<file path="src/rtl/nibble_serial_adder_if.sv">
// Handshake and operand/result bundle for nibble_serial_adder.
// master drives the request side, slave is the adder itself.
interface nibble_serial_adder_if #(
    parameter int NIBBLES = 4
);
    localparam int W = 4 * NIBBLES;

    logic         start;
    logic [W-1:0] a;
    logic [W-1:0] b;
    logic         cin;
    logic [W-1:0] sum;
    logic         cout;
    logic         ovf;
    logic         busy;
    logic         done;

    modport master (
        output start, a, b, cin,
        input  sum, cout, ovf, busy, done
    );

    modport slave (
        input  start, a, b, cin,
        output sum, cout, ovf, busy, done
    );
endinterface

</file>
<file path="src/rtl/nibble_serial_adder.sv">
// Multi-nibble adder that reuses one adder4bit ripple stage, one nibble per clock.
// Also carries the adder4bit stage it drives.
module adder4bit (
    input  logic x3, x2, x1, x0,
    input  logic y3, y2, y1, y0,
    input  logic carryin,
    output logic s3, s2, s1, s0,
    output logic carryout
);
    logic c1, c2, c3;

    assign s0       = x0 ^ y0 ^ carryin;
    assign c1       = (x0 & y0) | (carryin & (x0 ^ y0));
    assign s1       = x1 ^ y1 ^ c1;
    assign c2       = (x1 & y1) | (c1 & (x1 ^ y1));
    assign s2       = x2 ^ y2 ^ c2;
    assign c3       = (x2 & y2) | (c2 & (x2 ^ y2));
    assign s3       = x3 ^ y3 ^ c3;
    assign carryout = (x3 & y3) | (c3 & (x3 ^ y3));
endmodule

module nibble_serial_adder #(
    parameter int NIBBLES = 4
) (
    input  logic                 clk,
    input  logic                 rst,
    nibble_serial_adder_if.slave bus
);
    localparam int W = 4 * NIBBLES;

    typedef enum logic [1:0] {IDLE, RUN, DONE} state_t;

    state_t       state;
    logic [3:0]   k;
    logic [W-1:0] a_reg;
    logic [W-1:0] b_reg;
    logic [W-1:0] sum_r;
    logic         carry_reg;
    logic         cout_r;
    logic         ovf_r;
    logic         busy_r;
    logic         done_r;

    logic [3:0]   a_nib;
    logic [3:0]   b_nib;
    logic [3:0]   s_nib;
    logic         nib_carry;

    assign a_nib = 4'(a_reg >> {k, 2'b00});
    assign b_nib = 4'(b_reg >> {k, 2'b00});

    adder4bit u_adder (
        .x3(a_nib[3]), .x2(a_nib[2]), .x1(a_nib[1]), .x0(a_nib[0]),
        .y3(b_nib[3]), .y2(b_nib[2]), .y1(b_nib[1]), .y0(b_nib[0]),
        .carryin(carry_reg),
        .s3(s_nib[3]), .s2(s_nib[2]), .s1(s_nib[1]), .s0(s_nib[0]),
        .carryout(nib_carry)
    );

    always_ff @(posedge clk) begin
        if (rst) begin
            state     <= IDLE;
            k         <= '0;
            a_reg     <= '0;
            b_reg     <= '0;
            sum_r     <= '0;
            carry_reg <= 1'b0;
            cout_r    <= 1'b0;
            ovf_r     <= 1'b0;
            busy_r    <= 1'b0;
            done_r    <= 1'b0;
        end else begin
            case (state)
                IDLE: begin
                    done_r <= 1'b0;
                    if (bus.start) begin
                        a_reg     <= bus.a;
                        b_reg     <= bus.b;
                        carry_reg <= bus.cin;
                        k         <= '0;
                        sum_r     <= '0;
                        busy_r    <= 1'b1;
                        state     <= RUN;
                    end
                end
                RUN: begin
                    // sum was cleared at accept, so OR-ing drops the nibble into its empty slot
                    sum_r     <= sum_r | (W'(s_nib) << {k, 2'b00});
                    carry_reg <= nib_carry;
                    if (k == 4'(NIBBLES - 1)) begin
                        cout_r <= nib_carry;
                        ovf_r  <= (a_reg[W-1] == b_reg[W-1]) && (s_nib[3] != a_reg[W-1]);
                        busy_r <= 1'b0;
                        done_r <= 1'b1;
                        state  <= DONE;
                    end else begin
                        k <= k + 4'd1;
                    end
                end
                DONE: begin
                    done_r <= 1'b0;
                    state  <= IDLE;
                end
                default: begin
                    busy_r <= 1'b0;
                    done_r <= 1'b0;
                    state  <= IDLE;
                end
            endcase
        end
    end

    assign bus.sum  = sum_r;
    assign bus.cout = cout_r;
    assign bus.ovf  = ovf_r;
    assign bus.busy = busy_r;
    assign bus.done = done_r;
endmodule

</file>
<file path="src/flat_wrapper.sv">
// flat-port wrapper written by rule: the top's interface ports become plain ports
module nibble_serial_adder_flat 
#(
    parameter int NIBBLES = 4
)
  (clk, rst, bus_start, bus_a, bus_b, bus_cin, bus_sum, bus_cout, bus_ovf, bus_busy, bus_done);
  nibble_serial_adder_if #(.NIBBLES(NIBBLES)) bus_i ();
  input  logic clk;
  input  logic rst;
  input wire logic [$bits(bus_i.start)-1:0] bus_start;
  input wire logic [$bits(bus_i.a)-1:0] bus_a;
  input wire logic [$bits(bus_i.b)-1:0] bus_b;
  input wire logic [$bits(bus_i.cin)-1:0] bus_cin;
  output wire logic [$bits(bus_i.sum)-1:0] bus_sum;
  output wire logic [$bits(bus_i.cout)-1:0] bus_cout;
  output wire logic [$bits(bus_i.ovf)-1:0] bus_ovf;
  output wire logic [$bits(bus_i.busy)-1:0] bus_busy;
  output wire logic [$bits(bus_i.done)-1:0] bus_done;
  assign bus_i.start = bus_start;
  assign bus_i.a = bus_a;
  assign bus_i.b = bus_b;
  assign bus_i.cin = bus_cin;
  assign bus_sum = bus_i.sum;
  assign bus_cout = bus_i.cout;
  assign bus_ovf = bus_i.ovf;
  assign bus_busy = bus_i.busy;
  assign bus_done = bus_i.done;
  nibble_serial_adder #(.NIBBLES(NIBBLES)) u_core (.clk(clk), .rst(rst), .bus(bus_i));
endmodule
</file>
<file path="config.mk">
export PLATFORM = sky130hd
export DESIGN_NAME = nibble_serial_adder_flat
export DESIGN_NICKNAME = d
export VERILOG_FILES = /design/src/rtl/nibble_serial_adder_if.sv /design/src/rtl/nibble_serial_adder.sv /design/src/flat_wrapper.sv
export SDC_FILE = /design/constraint.sdc
export NUM_CORES = 1
export LEC_CHECK = 0
export CAP_MARGIN = 20
export CORE_MARGIN = 3
export CORE_UTILIZATION = 30
export DETAILED_ROUTE_END_ITERATION = 16
export PLACE_DENSITY = 0.55
export SLEW_MARGIN = 15
export SYNTH_ARGS = -nofsm -noshare
export SYNTH_HDL_FRONTEND = slang
export SYNTH_SLANG_ARGS = --single-unit
</file>
<file path="constraint.sdc">
create_clock -name clk -period 3.8 [get_ports clk]
set_clock_uncertainty 0.1 [all_clocks]
set_input_delay 0.38 -clock clk [delete_from_list [all_inputs] [get_ports clk]]
set_output_delay 0.38 -clock clk [all_outputs]
set_load 0.01 [all_outputs]
</file>
; ---- Yosys cells after proc, flatten, opt, wreduce, memory -nomap -nowiden
; Index checks and enable logic that the tools add are counted.
; W data, S select, Z words.
[op_classes]
eq_ne = 8
shift = 3
bitwise_logic = 23
addsub = 1
reduce_logical = 10
muxes = 13
[ops]
columns = op, n
row1 = $pmux W16 S2, 1
row2 = $shr A16 B6 Y4, 2
row3 = $mux W16, 1
row4 = $or A16 B16 Y16, 1
row5 = $shl A4 B6 Y16, 1
row6 = $and A1 B1 Y1, 8
row7 = $mux W4, 2
row8 = $pmux W4 S2, 1
row9 = $reduce_and A2 Y1, 4
row10 = $xor A1 B1 Y1, 8
row11 = $reduce_and A3 Y1, 2
row12 = $add A4 B1 Y4 const B, 1
row13 = $eq A4 B2 Y1 const B, 1
row14 = $mux W2, 2
row15 = $ne A2 B2 Y1 const B, 2
row16 = $or A1 B1 Y1, 4
row17 = $pmux W2 S2, 1
row18 = $mux W1, 3
row19 = $pmux W1 S3, 1
row20 = $eq A2 B1 Y1 const B, 1
row21 = $eq A2 B2 Y1 const B, 1
row22 = $logic_not A2 Y1, 1
row23 = $ne A2 B1 Y1 const B, 1
row24 = $not A1 Y1, 2
row25 = other kinds (6), 6
[totals]
input_bits = 36
ff_bits = 59

; ---- Logic depth before layout (Yosys ltp)
[depth]
word_depth = 12
ltp_mapped = 12
ltp_nobuf = 11

; ---- Modules after synthesis
; A second synthesis with hierarchy kept.
[unflattened]
cells_unflattened = 284
hier_area_um2 = 2676.3
[modules_own_cells]
columns = module, instances, area_per_inst_um2, cells_per_inst
row1 = nibble_serial_adder, 1, 2558.7, 270
row2 = adder4bit, 1, 117.6, 14

; ---- Worst setup path after synthesis
; OpenSTA, ideal clock, no wires.
[synth_path]
path_kind = reg2reg
from = register u_core.k[0]
to = register u_core.ovf_r, in the netlist u_core.bus.ovf
stages_incl_launch_ff = 13
setup_time_ns = 0.070
setup_slack_ns = 0.181
required_time_ns = 3.630
arrival_time_ns = 3.448
cell_sequence = dfxtp_1 buf_2 mux4_2 and2_1 fa_1 inv_1 fa_1 fa_1 inv_1 fa_1 or3b_2 a211o_1 a21oi_1
[synth_between]
elab_chain_cells = 11
elab_cells_between_ends = 20
[synth_lines]
columns = item, line
row1 = start: declaration, nibble_serial_adder.sv:34  ; logic [3:0] k;
row2 = start signal: assignment, nibble_serial_adder.sv:97  ; k <= k + 4'd1;
row3 = $shr A16 B6 Y4 (on tied branches), "nibble_serial_adder.sv:49, nibble_serial_adder.sv:50"
row4 = $xor A1 B1 Y1, nibble_serial_adder.sv:13  ; assign c1 = (x0 & y0) | (carryin & (x0 ^ y0));
row5 = $and A1 B1 Y1, nibble_serial_adder.sv:13
row6 = $or A1 B1 Y1, nibble_serial_adder.sv:13
row7 = $and A1 B1 Y1, nibble_serial_adder.sv:15  ; assign c2 = (x1 & y1) | (c1 & (x1 ^ y1));
row8 = $or A1 B1 Y1, nibble_serial_adder.sv:15
row9 = $and A1 B1 Y1, nibble_serial_adder.sv:17  ; assign c3 = (x2 & y2) | (c2 & (x2 ^ y2));
row10 = $or A1 B1 Y1, nibble_serial_adder.sv:17
row11 = $xor A1 B1 Y1, nibble_serial_adder.sv:18  ; assign s3 = x3 ^ y3 ^ c3;
row12 = $ne A1 B1 Y1, nibble_serial_adder.sv:92  ; ovf_r <= (a_reg[W-1] == b_reg[W-1]) && (s_nib[3] != a_reg[W-1]);
row13 = $logic_and A1 B1 Y1, nibble_serial_adder.sv:92
row14 = end signal: assignment, nibble_serial_adder.sv:92
row15 = end: declaration, nibble_serial_adder.sv:40  ; logic ovf_r;
; Parallel ways exist; a longest one is shown, timed or not.
; A chain may end at the register's enable or synchronous reset.

; ---- Final worst setup path
; Ends and elaborated chain as after synthesis.

==> metrics.cfg <==
[timing]
finalCriticalPeriod_ns=3.54
setup_viol=0
slew_headroom=0.358
maxSlewViolCount=0
tns_ns=0
hold_violations=0
min_period_over_period=0.931
rsz0062_at_grt=false
worst_pin_slew_ns=0.960
hold_ws_ns=0.353
max_freq_mhz=283
timing.final.ws_setup_ns=0.264

[hold_path]
hp-class=flip-flop to flip-flop
hold_path.startpoint=u_core.a_reg[12]$_SDFFE_PP0P_

[placed_design]
pre_cts_ws_ns=0.149
gp_congestion=0.779
place_hpwl_um=4390
port_buffers=55

[clock_network]
cts_tree=done
htreeDepth=3
path_clk_slew_ns=0.06
root_buffer=clkbuf_8
clock_path_buffers=2
clk_latency_ns=0.33
cts_inserted_buffers=9
clock-sinks=59
postCtsHoldBufs=0

[route]
drc=0
vias_per_cell=4.83
wl_per_cell_um=13.7
wl_met2_um=2770
met3WireLength_um=416
routed.top_layer=met4
ant_nets=0
dr.pass1.iters=4
drt_iter0_drc=108
route.vias.total=2117
drt_wl_total_um=5980
wl_met1_um=2720

[synth]
synth_cell_types=35
syn-cell-area_mm2=0.00250
ys_seq_area_frac=0.472
yosysTopAreaCell=dfxtp_1
yosysWarnings=0
syn-num-nets=320
synth-edff-count=0
synth_ff_type=dfxtp_1
synth_cells=279
syn_area_per_cell_um2=8.98
synth.ff_latch_count=59
synth_area_leaders=dfxtp_1 (47%), nand2_1 (10%), a21oi_1 (8.4%), mux4_2 (7.2%), fa_1 (3.2%)
synth_top_area_share=0.472
async_reset_ff_frac=0

[cells_and_area]
layout-drive-gt1-share=0.104
fin_util=0.418
final_nets=373
area_growth_syn_to_layout_pct=32.3
fill_cells=847
diodes=0

[floorplan]
die_area_mm2=0.00948
core_area_mm2=0.00793
fp.dieW_um=97.4
die_h_um=97.4
start_util=0.316
std_cell_rows=32
io_pins=56

[grt]
grt_pass1_wl_um=10000
grt_overflow_total=0
grt_util_all_layers=0.132
antenna_found_initial=0
grt_pass1_vias=2032
grt_start_max_net_pins=26

[job]
maxCapViolations=0

[critical_path]
cp-startpoint=u_core.k[0]$_SDFFE_PP0P_
cp.required_ns=3.94
r2r_start=u_core.k[0]$_SDFFE_PP0P_
crit_arrival_ns=3.68
rrSetupSlack_ns=0.26
path_class=flip-flop to flip-flop
crit_fanout=8
startpoint_type=flip-flop
end_kind=flip-flop

[power]
p_total_mw=1.32
p_leak_nw=1.19
ir_drop_v=0.000226
p_per_area_mw_per_mm2=400

[run_status]
outcome=finished clean

-- metrics by stage --
stage / cell area (µm²) / std cells
5_1_grt: 3310 / 438
3_3_place_gp: 3140 / 423
2_1_floorplan: 2500 / 279
4_1_cts: 3310 / 438
3_5_place_dp: 3140 / 423
6_report: 3310 / 438
-- where the power goes --
part | total (mW) | switching, mW | leakage (nW) | internal (mW)
Combinational | 0.173 | 0.0857 | 0.622 | 0.0877
Clock | 0.488 | 0.242 | 0.0839 | 0.247
Sequential | 0.663 | 0.0184 | 0.482 | 0.644
Total | 1.32 | 0.346 | 1.19 | 0.979
-- cell families (layout without fill, tap and decap cells) --
logic type,count (synthesis),count (layout),synth area share
buf+inv,27,84,0.0495
mux,8,8,0.0719
fa+ha+maj,5,5,0.0370
compound gates,68,68,0.161
flops,59,59,0.472
simple gates,112,112,0.209
-- per-layer routing --
| metal | global-route usage | vias to the layer above |
|---|---|---|
| met5 | 0 | - |
| met3 | 0.0503 | 8 |
| met2 | 0.200 | 59 |
| met1 | 0.172 | 987 |
| met4 | 0.0458 | 0 |
| li1 | - | 1063 |
-- cell usage in the layout (no fill, tap or decap), types with 6 or more instances in the layout --
cell type / Yosys / routed
nand2_1: 69 / 69
dfxtp_1: 59 / 58
clkdlybuf4s50_1: 0 / 55
a21oi_1: 42 / 42
nor2_1: 11 / 11
clkbuf_8: 0 / 10
mux4_2: 8 / 8
inv_1: 7 / 7
a22o_1: 7 / 7
buf_4: 0 / 7
a31oi_1: 6 / 6
-- cell type report --
type,instances,area [µm²],area share
clock buffer,10,138,0.0415
clock inverter,5,30.0,0.00906
inverter,7,26.3,0.00793
multi-input combinational,193,1210,0.364
sequential,59,1180,0.357
tap,102,128,0.0385
timing repair buffer,62,603,0.182
-- synthesized netlist by cell type, drive strengths merged (3+ instances only) --
library cell and count:
nand2 69, dfxtp 59, a21oi 42, clkbuf 6, mux4 8, a31oi 6, a22o 7, fa 4
nor3 4, or3b 3, nor2b 5, nand3b 3, o21ai 5, buf 14, and2 5, nor2 11
inv 7
-- critical path, cell delays in order, from the launching register on --
cell and delay [ns]:
dfxtp_2 0.42, mux4_2 0.51, and2_1 0.18, fa_1 0.41
inv_1 0.07, fa_1 0.17, fa_1 0.16, inv_1 0.05
fa_1 0.51, or3b_2 0.45, a211o_1 0.30, a21oi_1 0.13
-- worst paths after layout --
kind	depth (start not counted)	to
worst min register to register	2	u_core.a_reg[12]$_SDFFE_PP0P_
worst max-delay path	11	u_core.bus.ovf$_SDFFE_PP0P_
worst max register to register	11	u_core.bus.ovf$_SDFFE_PP0P_
worst min-delay path	2	u_core.a_reg[12]$_SDFFE_PP0P_
-- what timing repair did --
item / in CTS / in global routing
buffers inserted: 0 / 0
endpoints found under the setup margin: 0 / 1
gates resized for setup: 0 / 1
Power figures use the tool's default switching activity.
